$ cat src/rtl/keypad_matrix_scanner.sv
// keypad_matrix_scanner: scans a 4x4 active-low keypad and emits one
// debounced event per physical press.
//
// Ports:
//   clk       system clock
//   rst       asynchronous active-low reset
//   row_in    keypad rows, pulled up; low = key closed in driven column
//   col_out   active-low one-hot column drive
//   key_code  {row[1:0], col[1:0]} of the last accepted key, held
//   key_valid one-cycle pulse when key_code updates
//   key_held  high from acceptance until a debounced release
module keypad_matrix_scanner #(
    parameter int SCAN_DIV       = 50000,
    parameter int DEBOUNCE_SCANS = 4
) (
    input  logic       clk,
    input  logic       rst,
    input  logic [3:0] row_in,
    output logic [3:0] col_out,
    output logic [3:0] key_code,
    output logic       key_valid,
    output logic       key_held
);

    localparam int DW = $clog2(SCAN_DIV);
    localparam logic [DW-1:0] DIV_LAST = DW'(SCAN_DIV - 1);
    localparam logic [3:0] DEB = 4'(DEBOUNCE_SCANS);

    typedef enum logic [1:0] {
        SCAN,
        CONFIRM,
        HOLD
    } state_t;

    state_t state;

    logic [3:0]    sync1;
    logic [3:0]    rows_s;
    logic [DW-1:0] divider;
    logic          tick;
    logic [1:0]    col_idx;
    logic [1:0]    col_nxt;
    logic [3:0]    col_nxt_pat;
    logic [1:0]    cand_row;
    logic [1:0]    cand_col;
    logic [3:0]    stable_cnt;
    logic [3:0]    cnt_inc;

    logic          idle;
    logic          single;
    logic [1:0]    low_row;

    assign tick        = (divider == DIV_LAST);
    assign col_nxt     = col_idx + 2'd1;
    assign col_nxt_pat = ~(4'b0001 << col_nxt);
    assign cnt_inc     = stable_cnt + 4'd1;

    // Two or more low rows in one column is ghosting and never
    // counts as a key, so only exact one-low patterns decode.
    always_comb begin
        idle    = (rows_s == 4'b1111);
        single  = 1'b0;
        low_row = 2'd0;
        unique case (rows_s)
            4'b1110: begin single = 1'b1; low_row = 2'd0; end
            4'b1101: begin single = 1'b1; low_row = 2'd1; end
            4'b1011: begin single = 1'b1; low_row = 2'd2; end
            4'b0111: begin single = 1'b1; low_row = 2'd3; end
            default: begin single = 1'b0; low_row = 2'd0; end
        endcase
    end

    always_ff @(posedge clk or negedge rst) begin
        if (!rst) begin
            sync1      <= 4'b1111;
            rows_s     <= 4'b1111;
            divider    <= '0;
            col_idx    <= 2'd0;
            col_out    <= 4'b1110;
            cand_row   <= 2'd0;
            cand_col   <= 2'd0;
            stable_cnt <= 4'd0;
            key_code   <= 4'd0;
            key_valid  <= 1'b0;
            key_held   <= 1'b0;
            state      <= SCAN;
        end else begin
            sync1     <= row_in;
            rows_s    <= sync1;
            divider   <= tick ? '0 : divider + 1'b1;
            key_valid <= 1'b0;
            if (tick) begin
                unique case (state)
                    SCAN: begin
                        if (single) begin
                            cand_row   <= low_row;
                            cand_col   <= col_idx;
                            stable_cnt <= 4'd1;
                            state      <= CONFIRM;
                        end else begin
                            col_idx <= col_nxt;
                            col_out <= col_nxt_pat;
                        end
                    end
                    CONFIRM: begin
                        if (single && low_row == cand_row) begin
                            if (cnt_inc == DEB) begin
                                key_code   <= {cand_row, cand_col};
                                key_valid  <= 1'b1;
                                key_held   <= 1'b1;
                                stable_cnt <= 4'd0;
                                state      <= HOLD;
                            end else begin
                                stable_cnt <= cnt_inc;
                            end
                        end else begin
                            stable_cnt <= 4'd0;
                            state      <= SCAN;
                            col_idx    <= col_nxt;
                            col_out    <= col_nxt_pat;
                        end
                    end
                    HOLD: begin
                        // Any low row, including a second key, restarts
                        // the release count; no repeat events here.
                        if (idle) begin
                            if (cnt_inc == DEB) begin
                                key_held   <= 1'b0;
                                stable_cnt <= 4'd0;
                                state      <= SCAN;
                                col_idx    <= col_nxt;
                                col_out    <= col_nxt_pat;
                            end else begin
                                stable_cnt <= cnt_inc;
                            end
                        end else begin
                            stable_cnt <= 4'd0;
                        end
                    end
                    default: begin
                        state <= SCAN;
                    end
                endcase
            end
        end
    end

endmodule

$ cat config.mk
export PLATFORM = sky130hd
export DESIGN_NAME = keypad_matrix_scanner
export DESIGN_NICKNAME = d
export VERILOG_FILES = /design/src/rtl/keypad_matrix_scanner.sv
export SDC_FILE = /design/constraint.sdc
export NUM_CORES = 1
export LEC_CHECK = 0
export ABC_AREA = 0
export ABC_CLOCK_PERIOD_IN_PS = 3030
export CAP_MARGIN = 20
export CORE_MARGIN = 3
export CORE_UTILIZATION = 55
export DETAILED_ROUTE_END_ITERATION = 10
export PLACE_DENSITY_LB_ADDON = 0.1
export REMOVE_ABC_BUFFERS = 1
export SLEW_MARGIN = 20
export SYNTH_ARGS = -nofsm -noshare
export SYNTH_HDL_FRONTEND = slang
export SYNTH_SLANG_ARGS = --single-unit
$ cat constraint.sdc
create_clock -name clk -period 3.03 [get_ports clk]
set_clock_uncertainty 0.1 [all_clocks]
set_input_delay 0.606 -clock clk [delete_from_list [all_inputs] [get_ports clk]]
set_output_delay 0.606 -clock clk [all_outputs]
set_load 0.02 [all_outputs]
=== Yosys cells after proc, flatten, opt, wreduce, memory -nomap -nowiden ===
Cells that the tools add are included.

* $add $sub $neg: 3
* Equal/unequal tests: 18
* Shift operators: 1
* Mux-type cells: 33
* Bitwise operators: 1
* Reductions and logical operators: 11

{| class="wikitable"
|+ Operators by type and width
! kind !! number
|-
| 4-bit 2-to-1 mux || 8
|-
| 4-bit one-hot mux with 3 select lines || 2
|-
| 2-bit 2-to-1 mux || 9
|-
| 2-bit one-hot mux with 3 select lines || 3
|-
| 16-bit by 1-bit adder with 16-bit output, second input constant || 1
|-
| 16-bit == test, second input constant || 1
|-
| 4-bit == test, second input constant || 4
|-
| 16-bit 2-to-1 mux || 1
|-
| 2-bit != test, second input constant || 7
|-
| 6-bit AND reduction || 2
|-
| 1-bit 2-to-1 mux || 9
|-
| 4-bit by 3-bit == test with 1-bit output, second input constant || 2
|-
| 3-bit AND reduction || 2
|-
| 5-bit AND reduction || 1
|-
| 4-bit by 1-bit adder with 4-bit output, second input constant || 1
|-
| 4-bit NOT || 1
|-
| 4-bit AND reduction || 1
|-
| 4-bit OR reduction || 1
|-
| 1-bit by 2-bit left shift with 4-bit output, first input constant || 1
|-
| 3-bit != test, second input constant || 1
|-
| 3-bit nonzero test || 1
|-
| 2-bit by 1-bit adder with 2-bit output, second input constant || 1
|-
| 2-bit by 1-bit == test with 1-bit output, second input constant || 1
|-
| 2-bit == test || 1
|-
| 5 further kinds || 5
|}

* Bits in registers: 46
* Input port bits: 6
* Output and inout bits: 10
* Logic and storage cells: 79

=== Logic depth before layout (Yosys ltp) ===
Gate-level depths: netlist of run 1.

* Depth in word-level cells: 7
* Mapped depth: 7
* Gate-level depth less buffers: 7

=== Worst setup path before layout of run 1 ===
OpenSTA, ideal clock, no wires.

* Path type: reg2reg
* Start: reg stable_cnt[0]
* End: reg col_idx[1]
* Library setup time: 0.125 ns
* Arrival: 2.064 ns
* Required time: 2.805 ns
* Path slack: 0.741 ns
* Cell stages (with the launch flop): 7
* Buffers on the path: 0
* Clock period less this slack: 2.289 ns
* Cells stage by stage: dfrtp_1 ha_1 nand2b_1 o32a_1 o41ai_2 nand4_2 mux2_2

* Longest elaborated chain between the ends: 4

{| class="wikitable"
|+ RTL lines
! item !! line !! source
|-
| start: declaration || 46 || <nowiki>logic [3:0] stable_cnt;</nowiki>
|-
| start signal: assignment || 114 || <nowiki>stable_cnt <= cnt_inc;</nowiki>
|-
| start signal: assignment || 134 || <nowiki>stable_cnt <= cnt_inc;</nowiki>
|-
| 4-bit by 1-bit adder with 4-bit output || 56 || <nowiki>assign cnt_inc = stable_cnt + 4'd1;</nowiki>
|-
| 4-bit by 3-bit == test with 1-bit output || 127 || <nowiki>if (cnt_inc == DEB) begin</nowiki>
|-
| 2-bit != test (no line) || n/a ||
|-
| 6-bit AND reduction (no line) || n/a ||
|-
| end signal: assignment || 101 || <nowiki>col_idx <= col_nxt;</nowiki>
|-
| end signal: assignment || 119 || <nowiki>col_idx <= col_nxt;</nowiki>
|-
| end signal: assignment || 131 || <nowiki>col_idx <= col_nxt;</nowiki>
|-
| end: declaration || 41 || <nowiki>logic [1:0] col_idx;</nowiki>
|}

No other way between the ends.
A chain may end at the register's enable or synchronous reset.

=== Worst setup path in the final report of run 1 ===
* Start: reg divider[10]
* End: reg key_code[2]

* Longest elaborated chain between the ends: 2

{| class="wikitable"
|+ RTL lines
! item !! line !! source
|-
| start: declaration || 39 || <nowiki>logic [DW-1:0] divider;</nowiki>
|-
| start signal: assignment || 90 || <nowiki>divider <= tick ? '0 : divider + 1'b1;</nowiki>
|-
| 16-bit == test || 53 || <nowiki>assign tick = (divider == DIV_LAST);</nowiki>
|-
| 4-bit AND reduction (no line) || n/a ||
|-
| end signal: assignment || 108 || <nowiki>key_code <= {cand_row, cand_col};</nowiki>
|-
| end: declaration || 20 || <nowiki>output logic [3:0] key_code,</nowiki>
|}

No other way between the ends.

==> impl_metrics.sql, run 1 <==
INSERT INTO impl_metrics (metric_group, metric, value, unit) VALUES
('run_status', 'run_status', 'finished, final reports clean', ''),
('sta', 'final_count_of_hold_timing_violations', '0', ''),
('clock_network', 'htree_levels', '2', ''),
('routing', 'antenna_violating_nets_post_route', '0', ''),
('global_routing', 'vias_in_the_first_global_route', '1605', ''),
('global_routing', 'grt_antenna_before_repair', '0', ''),
('power_and_ir_drop', 'p_clk_share', '40.6', '%'),
('finish', 'share_of_final_layout_standard_cells_stronger_than_drive_strength_1', '15.7', '%'),
('routing', 'drt_drc_violations_left', '0', ''),
('synthesis', 'synthDominantCellAreaShare', '38.8', '%'),
('floorplan', 'design.core.area', '3800', 'µm²'),
('setup_path', 'critical_path.max_fanout', '10', ''),
('synthesis', 'synth_cells', '201', ''),
('synthesis', 'post_synth_main_area_contributors', 'sky130_fd_sc_hd__dfrtp_1 39%, sky130_fd_sc_hd__dfstp_2 13%, sky130_fd_sc_hd__ha_1 6.1%', ''),
('sta', 'final-max-slew-violation-count', '0', ''),
('sta', 'unrepaired_setup_endpoints_after_global_routing', 'false', ''),
('power_and_ir_drop', 'internal-power', '880', 'µW'),
('setup_path', 'register_to_register_setup_slack', '0.45', 'ns'),
('floorplan', 'dieHeight', '70.1', 'µm'),
('sta', 'worst_pin_slew', '0.959', 'ns'),
('synthesis', 'synth_ff_type', 'sky130_fd_sc_hd__dfrtp_1', ''),
('power_and_ir_drop', 'pwr_density_cell', '432', 'nW/µm²'),
('routing', 'drt_pre_antenna_iters', '4', ''),
('power_and_ir_drop', 'p_sw', '232', 'µW'),
('finish', 'layout.cells.most_common', 'sky130_fd_sc_hd__dfrtp_1', ''),
('hold_path', 'worstHoldStart', 'sync1[0]', ''),
('sta', 'finalCritPeriodShare', '85.2', '%'),
('finish', 'antennaDiodeCount', '0', ''),
('sta', 'fin_ws', '0.449', 'ns'),
('setup_path', 'critical_path.reg2reg.startpoint', 'divider[10]', ''),
('clock_network', 'clk_path_buf_depth', '2', ''),
('clock_network', 'cts_repair_resize_count', '0', ''),
('job', 'max_cap_viol_count', '0', ''),
('clock_network', 'numClockSinks', '46', ''),
('power_and_ir_drop', 'p_leak', '1.14', 'nW'),
('finish', 'design.final.nets', '239', ''),
('clock_network', 'tritoncts', 'yes', ''),
('placed_design', 'dp_slack', '0.457', 'ns'),
('routing', 'drtIter0Drc', '141', ''),
('floorplan', 'fp-row-count', '22', ''),
('setup_path', 'cp_capture_type', 'flop', ''),
('placed_design', 'placement.io_buffers', '15', ''),
('clock_network', 'holdBufCountCts', '0', ''),
('global_routing', 'grt-ovfl-total', '0', ''),
('finish', 'finish.utilization', '67.8', '%'),
('global_routing', 'wire_length_of_the_first_global_routing_pass', '7490', 'µm'),
('placed_design', 'dp_hpwl', '3010', 'µm'),
('sta', 'achievable-frequency', '0.387', 'GHz'),
('sta', 'timing.slew.headroom', '36.1', '%'),
('setup_path', 'launching_element_type_of_the_critical_path', 'flop', ''),
('synthesis', 'seq_area_frac_synth', '51.6', '%'),
('power_and_ir_drop', 'max-vdd-ir-drop', '303', 'µV'),
('placed_design', 'detailed_place.area', '2470', 'µm²'),
('sta', 'fin_crit', '2.58', 'ns'),
('power_and_ir_drop', 'total_power', '1.11', 'mW'),
('placed_design', 'gp_congestion', '0.803', ''),
('routing', 'drt_total_wl', '4110', 'µm'),
('setup_path', 'required', '3.11', 'ns'),
('routing', 'via_count', '1563', ''),
('routing', 'route.detailed.vias_per_inst', '5.77', ''),
('power_and_ir_drop', 'seq_power_share', '56.6', '%'),
('synthesis', 'syn_area', '2260', 'µm²'),
('finish', 'mostFrequentLayoutCells', '35 x sky130_fd_sc_hd__dfrtp_1, 18 x sky130_fd_sc_hd__nand2_1, 14 x sky130_fd_sc_hd__clkdlybuf4s50_1', ''),
('finish', 'syn_to_final_growth', '14.1', '%'),
('sta', 'setup_viol_count_final', '0', ''),
('floorplan', 'ioPinCount', '16', ''),
('synthesis', 'synth-warning-count', '0', ''),
('floorplan', 'die_outline_area', '4910', 'µm²'),
('finish', 'finish.instance_area', '2580', 'µm²'),
('hold_path', 'min_path_type', 'reg -> reg', ''),
('clock_network', 'postCtsSetupBuffers', '0', '');
-- synthesized netlist by cell type, types with 3 or more instances --
cell type / instances
sky130_fd_sc_hd__dfstp_2: 11
sky130_fd_sc_hd__nand2b_1: 6
sky130_fd_sc_hd__nand2_1: 18
sky130_fd_sc_hd__xnor2_1: 11
sky130_fd_sc_hd__mux2i_1: 4
sky130_fd_sc_hd__xor2_1: 7
sky130_fd_sc_hd__inv_1: 12
sky130_fd_sc_hd__ha_1: 11
sky130_fd_sc_hd__o21ai_0: 5
sky130_fd_sc_hd__nor2_1: 13
sky130_fd_sc_hd__o2111ai_1: 3
sky130_fd_sc_hd__dfrtp_1: 35
sky130_fd_sc_hd__nand3_1: 13
sky130_fd_sc_hd__nor4_1: 3
sky130_fd_sc_hd__and3_1: 4
sky130_fd_sc_hd__mux2_2: 5
-- flip-flops by register name, summed over array words and instances, names as in the netlist --
| name | flops |
|---|---|
| divider | 16 |
| col_out | 4 |
| key_code | 4 |
| rows_s | 4 |
| stable_cnt | 4 |
| sync1 | 4 |
| cand_col | 2 |
| cand_row | 2 |
| col_idx | 2 |
| state | 2 |
| key_held | 1 |
| key_valid | 1 |
-- path summary, 6_finish.rpt --
| check | depth (start not counted) | to |
|---|---|---|
| setup / recovery | 5 | key_code[2] |
| hold reg to reg | 0 | rows_s[0] |
| setup reg to reg | 5 | key_code[2] |
| hold / removal | 0 | rows_s[0] |
| min in group asynchronous | 1 | stable_cnt[3] |
| max in group asynchronous | 1 | divider[11] |
-- area by class of cell --
type,instances,area [µm²]
clock buffers,6,72.6
repair buffers,17,160
multi-input cells,139,1030
flip-flops and latches,46,1160
inverters,13,48.8
clock inverters,2,37.5
fillers,299,1220
well taps,48,60.1
-- cells by family after synthesis --
kind of cell	after synthesis	share of synthesized area (%)
and+or+nand+nor	73	18.6
AOI/OAI and AO/OA	28	9.75
DFF	46	51.6
muxes	9	4.27
adders and majority gates	11	6.09
buffers and inverters	16	2.71
xor gates and xnor gates	18	6.98
-- critical path: stages (launching register included) --
cell,delay [ns]
sky130_fd_sc_hd__dfrtp_1,0.42
sky130_fd_sc_hd__or4b_4,0.57
sky130_fd_sc_hd__nor4_4,0.54
sky130_fd_sc_hd__inv_2,0.09
sky130_fd_sc_hd__nor3_4,0.36
sky130_fd_sc_hd__mux2_2,0.38
-- power groups by stage --
stage / logic (mW) / registers, mW / clock network (mW)
after floorplan: 0.0121 / 0.639 / 0
after global placement: 0.0316 / 0.640 / 0
after detailed placement: 0.0326 / 0.641 / 0
after CTS: 0.0327 / 0.629 / 0.465
after global routing: 0.0361 / 0.630 / 0.494
final: 0.0318 / 0.629 / 0.451
-- metal layers --
metal  routed length, µm  global-route usage, %  part of all wire [%]
met5                   0                      0                     0
met2                1980                   30.1                    48
met4                  75                   6.60                   1.8
met1                1850                   25.1                    45
met3                 206                   5.04                   5.0
-- per-stage QoR --
stage | std cells | hold WS (ns)
6_report | 271 | 0.258
5_1_grt | 271 | 0.263
4_1_cts | 271 | 0.259
3_5_place_dp | 263 | 0.247
3_3_place_gp | 263 | 0.246
2_1_floorplan | 198 | 0.210
(Power assumes the default switching activity.)
==> inputs of run 2 (changes only) <==
- HOLD_SLACK_MARGIN: default -> 0.1
==> results of run 2 <==
Same layout as run 1: the final DEF is identical, and so are final timing and power.
